[config.mk]
export PLATFORM = sky130hd
export DESIGN_NAME = net_packet_rx
export DESIGN_NICKNAME = d
export VERILOG_FILES = /design/src/rtl/net_packet_rx_pkg.sv /design/src/rtl/net_packet_rx_reg_fifo.sv /design/src/rtl/net_packet_rx.sv
export SDC_FILE = /design/constraint.sdc
export NUM_CORES = 1
export LEC_CHECK = 0
export CORE_MARGIN = 1
export CORE_UTILIZATION = 52
export DETAILED_ROUTE_END_ITERATION = 8
export GPL_ROUTABILITY_DRIVEN = 0
export PLACE_DENSITY = 0.8
export SLEW_MARGIN = 25
export SYNTH_ARGS = -nofsm -noshare
export SYNTH_HDL_FRONTEND = slang
export SYNTH_HIERARCHICAL = 1
export SYNTH_SLANG_ARGS = --single-unit
export TNS_END_PERCENT = 50
[constraint.sdc]
create_clock -name clk -period 4.17 [get_ports clk]
set_input_delay 0.834 -clock clk [delete_from_list [all_inputs] [get_ports clk]]
set_output_delay 0.834 -clock clk [all_outputs]
set_load 0.005 [all_outputs]
[src/rtl/net_packet_rx_pkg.sv]
// Shared network/core definitions for the boot/control packet receiver.
// Packet layout, opcode values, receiver state and the pending register-write record live here.
package net_packet_rx_pkg;

  localparam int instr_length_gp   = 16;
  localparam int rs_imm_size_gp    = 6;
  localparam int mask_length_gp    = 3;
  localparam int net_id_width_gp   = 10;
  localparam int net_addr_width_gp = 10;
  localparam int net_data_width_gp = 32;

  typedef enum logic [2:0] {
    NET_NULL  = 3'd0,
    NET_INSTR = 3'd1,
    NET_REG   = 3'd2,
    NET_PC    = 3'd3,
    NET_BAR   = 3'd4
  } net_op_e;

  typedef struct packed {
    logic [net_id_width_gp-1:0]   id;
    net_op_e                      net_op;
    logic [net_data_width_gp-1:0] net_data;
    logic [net_addr_width_gp-1:0] net_addr;
  } net_packet_s;

  typedef enum logic [1:0] {
    IDLE,
    PEND,
    RUN
  } net_rx_state_e;

  typedef struct packed {
    logic [rs_imm_size_gp-1:0] addr;
    logic [31:0]               data;
  } reg_wr_s;

  // Statistics counters stick at all-ones instead of wrapping.
  function automatic logic [15:0] sat_inc16(input logic [15:0] value);
    return (value == 16'hFFFF) ? value : value + 16'd1;
  endfunction

endpackage

[src/rtl/net_packet_rx_reg_fifo.sv]
// Synchronous FIFO of pending register writes for the packet receiver.
// Caller must not push when full unless it pops in the same cycle, and never pops when empty.
module net_rx_reg_fifo
  import net_packet_rx_pkg::*;
#(
  parameter int DEPTH_P = 4
) (
  input  logic    clk,
  input  logic    n_reset,
  input  logic    push,
  input  reg_wr_s push_data,
  input  logic    pop,
  output reg_wr_s head,
  output logic    full,
  output logic    empty
);

  localparam int PTR_W = $clog2(DEPTH_P) + 1;

  reg_wr_s          mem [DEPTH_P];
  logic [PTR_W-1:0] wr_ptr;
  logic [PTR_W-1:0] rd_ptr;

  // The extra pointer bit tells a full FIFO apart from an empty one.
  assign empty = (wr_ptr == rd_ptr);
  assign full  = (wr_ptr[PTR_W-1] != rd_ptr[PTR_W-1]) &&
                 (wr_ptr[PTR_W-2:0] == rd_ptr[PTR_W-2:0]);
  assign head  = mem[rd_ptr[PTR_W-2:0]];

  always_ff @(posedge clk) begin
    if (!n_reset) begin
      wr_ptr <= '0;
      rd_ptr <= '0;
    end else begin
      if (push) wr_ptr <= wr_ptr + 1'b1;
      if (pop)  rd_ptr <= rd_ptr + 1'b1;
    end
  end

  always_ff @(posedge clk) begin
    if (push) mem[wr_ptr[PTR_W-2:0]] <= push_data;
  end

endmodule

[src/rtl/net_packet_rx.sv]
// Core-side boot/control network receiver: applies INSTR, REG, BAR and PC packets to core state.
// Define NET_RX_STATS_EN to build the saturating instr/reg/drop statistics counters.
module net_packet_rx
  import net_packet_rx_pkg::*;
#(
  parameter logic [net_id_width_gp-1:0] CORE_ID_P        = 10'd1,
  parameter int                         IMEM_ADDR_W_P    = 10,
  parameter int                         REG_FIFO_DEPTH_P = 4
) (
  input  logic                       clk,
  input  logic                       n_reset,
  input  logic [$bits(net_packet_s)-1:0] net_packet_flat_i,
  output logic                       imem_wen_o,
  output logic [IMEM_ADDR_W_P-1:0]   imem_addr_o,
  output logic [instr_length_gp-1:0] imem_data_o,
  output logic                       rf_wen_o,
  output logic [rs_imm_size_gp-1:0]  rf_addr_o,
  output logic [31:0]                rf_data_o,
  input  logic                       rf_ready_i,
  output logic [mask_length_gp-1:0]  bar_mask_o,
  output logic [IMEM_ADDR_W_P-1:0]   pc_o,
  output logic                       pc_load_o,
  output logic                       run_o,
  output logic                       overflow_o,
  output logic [15:0]                instr_cnt_o,
  output logic [15:0]                reg_cnt_o,
  output logic [15:0]                drop_cnt_o
);

  net_packet_s   pkt;
  logic          accept;
  logic          is_instr;
  logic          is_reg;
  logic          is_bar;
  logic          is_pc;
  logic          fifo_push;
  logic          fifo_pop;
  logic          fifo_full;
  logic          fifo_empty;
  logic          reg_drop;
  reg_wr_s       fifo_in;
  reg_wr_s       fifo_head;
  net_rx_state_e state;
  logic [IMEM_ADDR_W_P-1:0] pc_target;

  assign pkt      = net_packet_s'(net_packet_flat_i);
  assign accept   = (pkt.id == CORE_ID_P);
  assign is_instr = accept && (pkt.net_op == NET_INSTR);
  assign is_reg   = accept && (pkt.net_op == NET_REG);
  assign is_bar   = accept && (pkt.net_op == NET_BAR);
  assign is_pc    = accept && (pkt.net_op == NET_PC);

  // A full FIFO still accepts a write when the head leaves in the same cycle.
  assign fifo_pop  = !fifo_empty && rf_ready_i;
  assign fifo_push = is_reg && (!fifo_full || fifo_pop);
  assign reg_drop  = is_reg && fifo_full && !fifo_pop;
  assign fifo_in   = '{addr: pkt.net_addr[rs_imm_size_gp-1:0], data: pkt.net_data};

  net_rx_reg_fifo #(
    .DEPTH_P (REG_FIFO_DEPTH_P)
  ) u_reg_fifo (
    .clk       (clk),
    .n_reset   (n_reset),
    .push      (fifo_push),
    .push_data (fifo_in),
    .pop       (fifo_pop),
    .head      (fifo_head),
    .full      (fifo_full),
    .empty     (fifo_empty)
  );

  always_ff @(posedge clk) begin
    if (!n_reset) begin
      imem_wen_o  <= 1'b0;
      imem_addr_o <= '0;
      imem_data_o <= '0;
      bar_mask_o  <= '0;
      overflow_o  <= 1'b0;
    end else begin
      imem_wen_o <= is_instr;
      if (is_instr) begin
        imem_addr_o <= pkt.net_addr[IMEM_ADDR_W_P-1:0];
        imem_data_o <= pkt.net_data[instr_length_gp-1:0];
      end
      if (is_bar)   bar_mask_o <= pkt.net_data[mask_length_gp-1:0];
      if (reg_drop) overflow_o <= 1'b1;
    end
  end

  always_ff @(posedge clk) begin
    if (!n_reset) begin
      rf_wen_o  <= 1'b0;
      rf_addr_o <= '0;
      rf_data_o <= '0;
    end else begin
      rf_wen_o <= fifo_pop;
      if (fifo_pop) begin
        rf_addr_o <= fifo_head.addr;
        rf_data_o <= fifo_head.data;
      end
    end
  end

  // PC start waits until the FIFO is drained and the last popped write has reached the regfile.
  always_ff @(posedge clk) begin
    if (!n_reset) begin
      state     <= IDLE;
      pc_target <= '0;
      pc_o      <= '0;
      pc_load_o <= 1'b0;
      run_o     <= 1'b0;
    end else begin
      pc_load_o <= 1'b0;
      case (state)
        IDLE: begin
          if (is_pc) begin
            pc_target <= pkt.net_addr[IMEM_ADDR_W_P-1:0];
            state     <= PEND;
          end
        end
        PEND: begin
          if (is_pc) begin
            pc_target <= pkt.net_addr[IMEM_ADDR_W_P-1:0];
          end else if (fifo_empty && !rf_wen_o) begin
            pc_load_o <= 1'b1;
            pc_o      <= pc_target;
            run_o     <= 1'b1;
            state     <= RUN;
          end
        end
        RUN: begin
          if (is_pc) begin
            pc_target <= pkt.net_addr[IMEM_ADDR_W_P-1:0];
            run_o     <= 1'b0;
            state     <= PEND;
          end
        end
        default: begin
          run_o <= 1'b0;
          state <= IDLE;
        end
      endcase
    end
  end

`ifdef NET_RX_STATS_EN
  logic [15:0] instr_cnt;
  logic [15:0] reg_cnt;
  logic [15:0] drop_cnt;

  // reg_cnt counts REG packets that made it into the FIFO; dropped ones go to drop_cnt.
  always_ff @(posedge clk) begin
    if (!n_reset) begin
      instr_cnt <= '0;
      reg_cnt   <= '0;
      drop_cnt  <= '0;
    end else begin
      if (is_instr)  instr_cnt <= sat_inc16(instr_cnt);
      if (fifo_push) reg_cnt   <= sat_inc16(reg_cnt);
      if (reg_drop)  drop_cnt  <= sat_inc16(drop_cnt);
    end
  end

  assign instr_cnt_o = instr_cnt;
  assign reg_cnt_o   = reg_cnt;
  assign drop_cnt_o  = drop_cnt;
`else
  assign instr_cnt_o = '0;
  assign reg_cnt_o   = '0;
  assign drop_cnt_o  = '0;
`endif

endmodule

==> results.cfg, run 1 <==
[run_status]
status = complete, but fails checks
violations = design-rule violations

[power]
p_total_w = 0.00491
ir_drop_v = 0.000286
power_density_nw_per_um2 = 411
cellLeakagePower_nw = 4.33

[clock_tree]
clk_latency_ns = 0.51
cts_buffers = 25
clock_path_buffers = 3
cts_root_buf = clkbuf_16
ctsHoldBuffers = 0
h-tree-depth = 1
cts_tree = yes
path_clk_slew_ns = 0.06
ctsResizeCount = 0
clock-sinks = 254
postCtsSetupBuffers = 0

[final_layout]
fin_cells = 1061
design_area_um2 = 12000
fill_cells = 1229
drive_gt1_frac = 0.127
finalNetCount = 876
final_util = 0.659
antenna_cells = 0
syn_to_final_growth_pct = 23.0

[floorplan]
die_area_um2 = 19200
core_um2 = 18100
die_y_um = 139
die_x_um = 139
initial_core_util = 0.535
rows = 49
io_pins = 188

[synthesis]
async_reset_ff_frac = 0
synthCells = 671
ys_ff_latch = 254
ys.flop_type = edfxtp_1
synthDistinctLibCells = 40
synth_edf_count = 152
netlist.area_leader.share = 0.470
yosysTopAreaCell = edfxtp_1
avgSynthCellArea_um2 = 14.5
synth_area_um2 = 9710
yosys-top-cells-area = edfxtp_1 (47%), dfxtp_1 (21%), mux4_2 (8.8%), mux2i_1 (5.3%), nand2_1 (4.4%)
synth_seq_area_share = 0.680
yosys_warnings = 6

[critical_path]
ff2ff_path_depth = 8
reg2reg_from = u_reg_fifo/wr_ptr[0]$_SDFFE_PN0P_
start_kind = input pin
reg2reg_slack_ns = 1.77
cp_slowest_cell = and2_2
worstPathArrival_ns = 3.00
path_max_fanout = 22
cp.required_ns = 4.38
slowest_delay_ns = 0.47
crit_type = in2reg
end_kind = register
worstPathCellList = clkdlybuf4s50_1, nor4_4, nand3_2, a211oi_1, buf_4, and2_2, buf_12

[timing]
hold_viol = 0
setup_viol = 0
worst_pin_slew_ns = 1.02
setup_tns_ns = 0
fmax_ghz = 0.358
slew_headroom = 0.317
fin_crit_sh = 0.669
rsz0062_at_grt = false
skew_ns = 0.0152
min_period_ns = 2.79
drv_slew = 0

[grt]
grt_overflow = 0
antenna_found_initial = 0
grt_pass1_wl_um = 31100
gr-usage-all-layers = 0.207
grt_max_degree = 55
grt_pass1_vias = 5933

[worst_hold_path]
holdCritStartpoint = rf_addr_o[3]$_SDFFE_PN0P_
hold_end = rf_addr_o[3]$_SDFFE_PN0P_
holdPathStages = 2
hp-class = reg2reg

[drt]
dr.first_iter.drc_count = 372
wl_per_cell_um = 18.4
vias = 5652
dr.pass1.iters = 9
finalWirelength_um = 19600
drcViolationCount = 18
drtAntennaViolNets = 0
vias_per_cell = 5.33

[run]
cap_violations = 0

[place]
portBuffers = 139
placed_area_um2 = 11200
hpwlAfterDp_um = 12700
placedCellCount = 1015
report_power, final:
part | internal, W | switching (W) | total, W
sequential | 0.00266 | 0.000000906 | 0.00266
clock | 0.00123 | 0.000895 | 0.00213
combinational | 0.0000570 | 0.0000682 | 0.000125
total | 0.00394 | 0.000965 | 0.00491
worst max-delay path, delay by kind of cell:
family,cells,cell delay (ns)
buf+inv,3,0.91
compound gates,1,0.23
simple gates,3,1.00
Yosys cell counts (all sizes together), types with 2 or more instances:
cell type  number
clkbuf         21
xor2            2
nor3            2
buf            61
nor3b           2
mux4           38
o21ai           3
inv             6
a21bo           2
nor4            4
dfxtp         102
nand2b          2
edfxtp        152
nand3           3
xnor2           3
or4b            2
ha              5
nand2         115
nand3b          4
mux2i          51
nor2           35
a21oi          41
and2            4
per-layer routing:
metal	GRT usage	up-vias	share of wire
met5	0	-	0
met4	0.0825	0	0.026
met3	0.0404	42	0.067
met2	0.369	244	0.51
met1	0.247	2760	0.39
li1	-	2606	-
per-stage QoR:
step / setup WS, ns / hold WS (ns)
finish: 1.38 / 0.453
global route: 1.32 / 0.473
CTS: 1.38 / 0.454
detailed placement: 0.856 / 0.446
global placement: 0.908 / 0.443
floorplan: 1.07 / 0.443
registers in the layout, indices dropped and copies added (netlist names), named ones only:
signal,count
pc_target,10
u_reg_fifo/mem,152
pc_o,10
state,2
imem_addr_o,10
imem_data_o,16
run_o,1
rf_addr_o,6
rf_wen_o,1
pc_load_o,1
rf_data_o,32
u_reg_fifo/rd_ptr,3
bar_mask_o,3
u_reg_fifo/wr_ptr,3
overflow_o,1
imem_wen_o,1
area by class of cell:
type,count,area (µm²),share of cell area
Sequential cell,254,6610,0.553
Multi-Input combinational cell,375,2720,0.227
Timing Repair Buffer,150,1520,0.128
Clock buffer,38,742,0.0621
Tap cell,229,287,0.0240
Clock inverter,8,46.3,0.00387
Inverter,7,26.3,0.00220
placed cells by master, fill, tap and decap left out, drive strengths merged, types with 3 or more instances in the layout:
cell | netlist | layout
edfxtp | 152 | 152
clkdlybuf4s50 | 0 | 139
nand2 | 115 | 115
dfxtp | 102 | 102
mux2i | 51 | 51
conb | 1 | 48
a21oi | 41 | 41
mux4 | 38 | 38
clkbuf | 21 | 38
nor2 | 35 | 35
buf | 61 | 11
inv | 6 | 8
clkinv | 1 | 6
ha | 5 | 5
nand3b | 4 | 4
and2 | 4 | 4
nor4 | 4 | 4
xnor2 | 3 | 3
o21ai | 3 | 3
nand3 | 3 | 3
how the worst max path moves through the flow:
stage	startpoint	end	slack (ns)	cells after the start
3_3_place_gp	net_packet_flat_i[50]	u_reg_fifo/mem[1][9]$_DFFE_PP_	0.91	7
5_1_grt	net_packet_flat_i[50]	u_reg_fifo/mem[0][5]$_DFFE_PP_	1.32	7
2_1_floorplan	net_packet_flat_i[42]	u_reg_fifo/mem[3][0]$_DFFE_PP_	1.07	4
6_report	net_packet_flat_i[50]	u_reg_fifo/mem[1][8]$_DFFE_PP_	1.38	7
4_1_cts	net_packet_flat_i[50]	u_reg_fifo/mem[0][13]$_DFFE_PP_	1.38	7
3_5_place_dp	net_packet_flat_i[50]	u_reg_fifo/mem[0][9]$_DFFE_PP_	0.86	7
logic make-up after synthesis:
group | count (synthesis) | share of synthesized area
mux | 89 | 0.141
xor+xnor | 5 | 0.00451
flops | 254 | 0.680
simple gates | 179 | 0.0818
fa+ha+maj | 5 | 0.00644
buf+inv | 89 | 0.0592
compound gates | 49 | 0.0269
other cells | 1 | 0.000386
(Power assumes the default switching activity.)
==> run 2, diff against run 1 <==
==> constraint.sdc (replaced) <==
create_clock -name clk -period 2.7 [get_ports clk]
set_input_delay 0.54 -clock clk [delete_from_list [all_inputs] [get_ports clk]]
set_output_delay 0.54 -clock clk [all_outputs]
set_load 0.005 [all_outputs]
==> results.cfg, run 2 (synthesis results as in run 1) <==
[drt]
wl_per_cell_um = 18.3
drcViolationCount = 15
drtAntennaViolNets = 0
dr.first_iter.drc_count = 475
vias_per_cell = 5.28
vias = 5664
finalWirelength_um = 19600
dr.pass1.iters = 7

[critical_path]
worstPathCellList = xor2_1, nor3b_1, inv_1, nand2_2, a211oi_1, buf_4, and2_2, buf_12
worstPathArrival_ns = 2.43
path_max_fanout = 30
start_kind = register
startpoint = u_reg_fifo/wr_ptr[0]$_SDFFE_PN0P_
cp_slowest_cell = dfxtp_1
slowest_delay_ns = 0.45
path_buf_inv = 3
end_kind = register
cp_top_family = buffers and inverters
reg2reg_from = u_reg_fifo/wr_ptr[0]$_SDFFE_PN0P_
cp.required_ns = 2.90
crit_type = reg2reg

[clock_tree]
ctsResizeCount = 0
cts_tree = yes
cts_buffers = 25
ctsHoldBuffers = 0
h-tree-depth = 1
path_clk_slew_ns = 0.06
clock-sinks = 254
clock_path_buffers = 3
clk_latency_ns = 0.52
postCtsSetupBuffers = 0
cts_root_buf = clkbuf_16

[final_layout]
final_util = 0.665
finalNetCount = 888
largest_reg_flops = 152
drive_gt1_frac = 0.137
syn_to_final_growth_pct = 24.2
fin_cells = 1073
antenna_cells = 0
mostFrequentLayoutCell = edfxtp_1
most-common-layout-cells = edfxtp_1 (152), clkdlybuf4s50_1 (139), nand2_1 (114), dfxtp_1 (100), mux2i_1 (51)

[floorplan]
core_um2 = 18100
io_pins = 188
die_y_um = 139
die_area_um2 = 19200
die_x_um = 139
initial_core_util = 0.535
rows = 49

[grt]
grt_max_degree = 43
grt_pass1_vias = 5730
gr-usage-all-layers = 0.210
antenna_found_initial = 0
grt_pass1_wl_um = 31300
grt_overflow = 0

[place]
portBuffers = 139
dp_slack_ns = -0.0475
hpwlAfterDp_um = 12500
placedCellCount = 1027

[timing]
timing.hold.ws_ns = 0.455
setup_tns_ns = 0
fin_crit_sh = 0.826
slew_headroom = 0.478
worst_pin_slew_ns = 0.783
hold_viol = 0
final.setup.worst_slack_ns = 0.471
skew_ns = 0.0155
drv_slew = 0
rsz0062_at_grt = false
fmax_ghz = 0.449
min_period_ns = 2.23
setup_viol = 0

[power]
cellLeakagePower_nw = 4.39
power_density_nw_per_um2 = 631
ir_drop_v = 0.000425

[run_status]
violations = design-rule violations
status = complete, but fails checks

[worst_hold_path]
hp-class = reg2reg
holdCritStartpoint = rf_data_o[25]$_SDFFE_PN0P_

[run]
cap_violations = 0
run 2: final timing paths:
path,endpoint,slack (ns),depth (start not counted)
setup / recovery,u_reg_fifo/mem[3][31]$_DFFE_PP_,0.47,8
hold / removal,rf_data_o[25]$_SDFFE_PN0P_,0.45,2
setup reg to reg,u_reg_fifo/mem[3][31]$_DFFE_PP_,0.47,8
hold reg to reg,rf_data_o[25]$_SDFFE_PN0P_,0.45,2
run 2: layout make-up:
type | instances | area [µm²]
inverters | 7 | 26.3
fillers | 1247 | 6090
clock inverters | 9 | 47.5
well taps | 229 | 287
multi-input cells | 375 | 2720
repair buffers | 162 | 1630
clock buffers | 37 | 747
flip-flops and latches | 254 | 6610
run 2: metal layers:
| layer | track usage | share of wire | vias up |
|---|---|---|---|
| li1 | - | - | 2636 |
| met2 | 0.366 | 0.51 | 213 |
| met1 | 0.270 | 0.42 | 2788 |
| met5 | 0 | 0 | - |
| met3 | 0.0380 | 0.059 | 27 |
| met4 | 0.0620 | 0.018 | 0 |
run 2: per-stage QoR:
| step | total power, W | cell area [µm²] |
|---|---|---|
| after detailed placement | 0.00438 | 11300 |
| after global routing | 0.00786 | 12100 |
| after CTS | 0.00769 | 12100 |
| final | 0.00761 | 12100 |
| after floorplan | 0.00429 | 9890 |
| after global placement | 0.00438 | 11300 |
run 2: worst min-delay path, cell delays in order (launching register included):
cell and delay [ns]:
dfxtp_1 0.31, nand2_1 0.05, a21oi_1 0.05
run 2: report_power, final:
group	internal (W)	total [W]	switching [W]
combinational	0.0000918	0.000201	0.000109
sequential	0.00410	0.00410	0.00000182
clock	0.00192	0.00331	0.00139
total	0.00611	0.00761	0.00150
==> run 3, diff against run 2 <==
--- a/config.mk
+++ b/config.mk
@@ -6,10 +6,10 @@
 export NUM_CORES = 1
 export LEC_CHECK = 0
 export CORE_MARGIN = 1
-export CORE_UTILIZATION = 52
+export CORE_UTILIZATION = 47
 export DETAILED_ROUTE_END_ITERATION = 8
 export GPL_ROUTABILITY_DRIVEN = 0
-export PLACE_DENSITY = 0.8
+export PLACE_DENSITY = 0.76
 export SLEW_MARGIN = 25
 export SYNTH_ARGS = -nofsm -noshare
 export SYNTH_HDL_FRONTEND = slang
==> constraint.sdc (replaced) <==
create_clock -name clk -period 1.8 [get_ports clk]
set_input_delay 0.36 -clock clk [delete_from_list [all_inputs] [get_ports clk]]
set_output_delay 0.36 -clock clk [all_outputs]
set_load 0.005 [all_outputs]
==> results.cfg, run 3 (synthesis results as in run 1) <==
[floorplan]
die_x_um = 146
die_area_um2 = 21200
core_um2 = 20200
die_y_um = 146
initial_core_util = 0.480
rows = 52
io_pins = 188

[clock_tree]
clock_path_buffers = 3
cts_buffers = 26
clk_latency_ns = 0.53
ctsHoldBuffers = 0
path_clk_slew_ns = 0.06
cts_root_buf = clkbuf_16
cts_tree = yes
clock-sinks = 254
h-tree-depth = 1

[run_status]
violations = negative setup slack
status = complete, but fails checks

[final_layout]
syn_to_final_growth_pct = 32.0
multi_input_area_um2 = 2830
largest_reg_flops = 152
seqCellArea_um2 = 6620
fill_cells = 1467
most-common-layout-cells = edfxtp_1 (152), clkdlybuf4s50_1 (131), nand2_1 (107), dfxtp_1 (93), mux2i_1 (50)
finalNetCount = 918
antenna_cells = 0
drive_gt1_frac = 0.197
mostFrequentLayoutCell = edfxtp_1
final_util = 0.634

[place]
dp_slack_ns = -0.596
portBuffers = 139
hpwlAfterDp_um = 13300

[grt]
grt_pass1_wl_um = 31900
gr-usage-all-layers = 0.191
antenna_found_initial = 0
grt_pass1_vias = 5775
grt_max_degree = 41
grt_overflow = 0

[timing]
final.setup.worst_slack_ns = -0.107
setup_tns_ns = -13.23
fin_crit_sh = 1.06
skew_ns = 0.0205
rsz0062_at_grt = true
min_period_ns = 1.91
hold_viol = 0
timing.hold.ws_ns = 0.383
setup_viol = 152
fmax_ghz = 0.524
drv_slew = 0

[power]
ir_drop_v = 0.000666
p_total_w = 0.0118
power_density_nw_per_um2 = 917
cellLeakagePower_nw = 4.79

[drt]
drcViolationCount = 0
wl_per_cell_um = 18.3
vias = 5794
finalWirelength_um = 21000
vias_per_cell = 5.06
drtAntennaViolNets = 0
dr.first_iter.drc_count = 419
dr.pass1.iters = 5

[critical_path]
cp_slowest_cell = dfxtp_2
start_kind = register
reg2reg_slack_ns = -0.11
crit_type = reg2reg
path_buf_inv = 3
worstPathArrival_ns = 2.14
path_max_fanout = 9
reg2reg_from = u_reg_fifo/wr_ptr[0]$_SDFFE_PN0P_
r2r_end = u_reg_fifo/mem[3][36]$_DFFE_PP_
slowest_delay_ns = 0.36
ff2ff_path_depth = 8
cp.required_ns = 2.03
end_kind = register
worstPathCellList = xor2_2, nor3b_2, inv_1, nand2_2, a211oi_2, buf_4, and2_4, buf_12
cp_top_family = buffers and inverters

[worst_hold_path]
hp-class = in2reg
holdPathStages = 5
holdCritStartpoint = net_packet_flat_i[46]
hold_end = overflow_o$_SDFFE_PN0P_

[run]
cap_violations = 0
==> run 3: changes by cell type in the layout (fill, tap and decap cells not counted), sizes merged <==
| cell | delta |
|---|---|
| clkinvlp | +1 |
| dlymetal6s2s | +6 |
| dlygate4sd2 | +2 |
| buf | +22 |
| clkdlybuf4s50 | -8 |
| clkbuf | +7 |
| bufinv | +2 |
| inv | -1 |
==> run 3: layer usage <==
layer	vias up	global-route usage	wire length, µm
met5	-	0	0
met4	0	0.0474	383
met3	30	0.0329	1370
met2	235	0.323	10300
met1	2834	0.257	8900
li1	2695	-	-
==> run 3: metrics by stage <==
stage | instance area (µm²) | std cells
6_report | 12800 | 1145
3_5_place_dp | 11600 | 1089
2_1_floorplan | 9930 | 718
3_3_place_gp | 11600 | 1089
5_1_grt | 12800 | 1145
4_1_cts | 12500 | 1138
==> run 3: worst max path at each step <==
stage | from | endpoint | slack (ns) | cells past startpoint
after floorplan | u_reg_fifo/wr_ptr[0]$_SDFFE_PN0P_ | u_reg_fifo/mem[0][0]$_DFFE_PP_ | -0.21 | 8
after CTS | u_reg_fifo/wr_ptr[1]$_SDFFE_PN0P_ | u_reg_fifo/mem[0][31]$_DFFE_PP_ | -0.05 | 7
final | u_reg_fifo/wr_ptr[0]$_SDFFE_PN0P_ | u_reg_fifo/mem[3][36]$_DFFE_PP_ | -0.11 | 8
after global placement | net_packet_flat_i[46] | u_reg_fifo/mem[0][16]$_DFFE_PP_ | -0.55 | 7
after global routing | u_reg_fifo/wr_ptr[0]$_SDFFE_PN0P_ | u_reg_fifo/mem[0][13]$_DFFE_PP_ | -0.21 | 8
after detailed placement | net_packet_flat_i[46] | u_reg_fifo/mem[0][29]$_DFFE_PP_ | -0.60 | 7
==> run 3: area by class of cell <==
type | count | area share
multi-input cells | 375 | 0.220
repair buffers | 191 | 0.168
clock buffers | 37 | 0.0573
well taps | 270 | 0.0263
inverters | 7 | 0.00224
flip-flops and latches | 254 | 0.516
clock inverters | 11 | 0.00907
==> run 3: what timing repair did <==
action	4_1_cts	5_1_grt
endpoints found under the setup margin	176	225
buffers inserted	1	2
resized for setup	8	33
pin swaps	1	3
cloned	0	7
==> run 3: power by group <==
| group | leakage [nW] | internal [W] | total [W] | switching, W |
|---|---|---|---|---|
| registers | 2.19 | 0.00615 | 0.00615 | 0.00000152 |
| clock network | 0.421 | 0.00313 | 0.00529 | 0.00216 |
| logic | 2.17 | 0.000145 | 0.000312 | 0.000167 |
| total | 4.79 | 0.00942 | 0.0118 | 0.00233 |
==> run 3: worst register-to-register path: stages (launching register included) <==
cell and delay (ns):
dfxtp_2 0.36, xor2_2 0.23, nor3b_2 0.07, inv_1 0.08
nand2_2 0.07, a211oi_2 0.18, buf_4 0.19, and2_4 0.26
buf_12 0.17
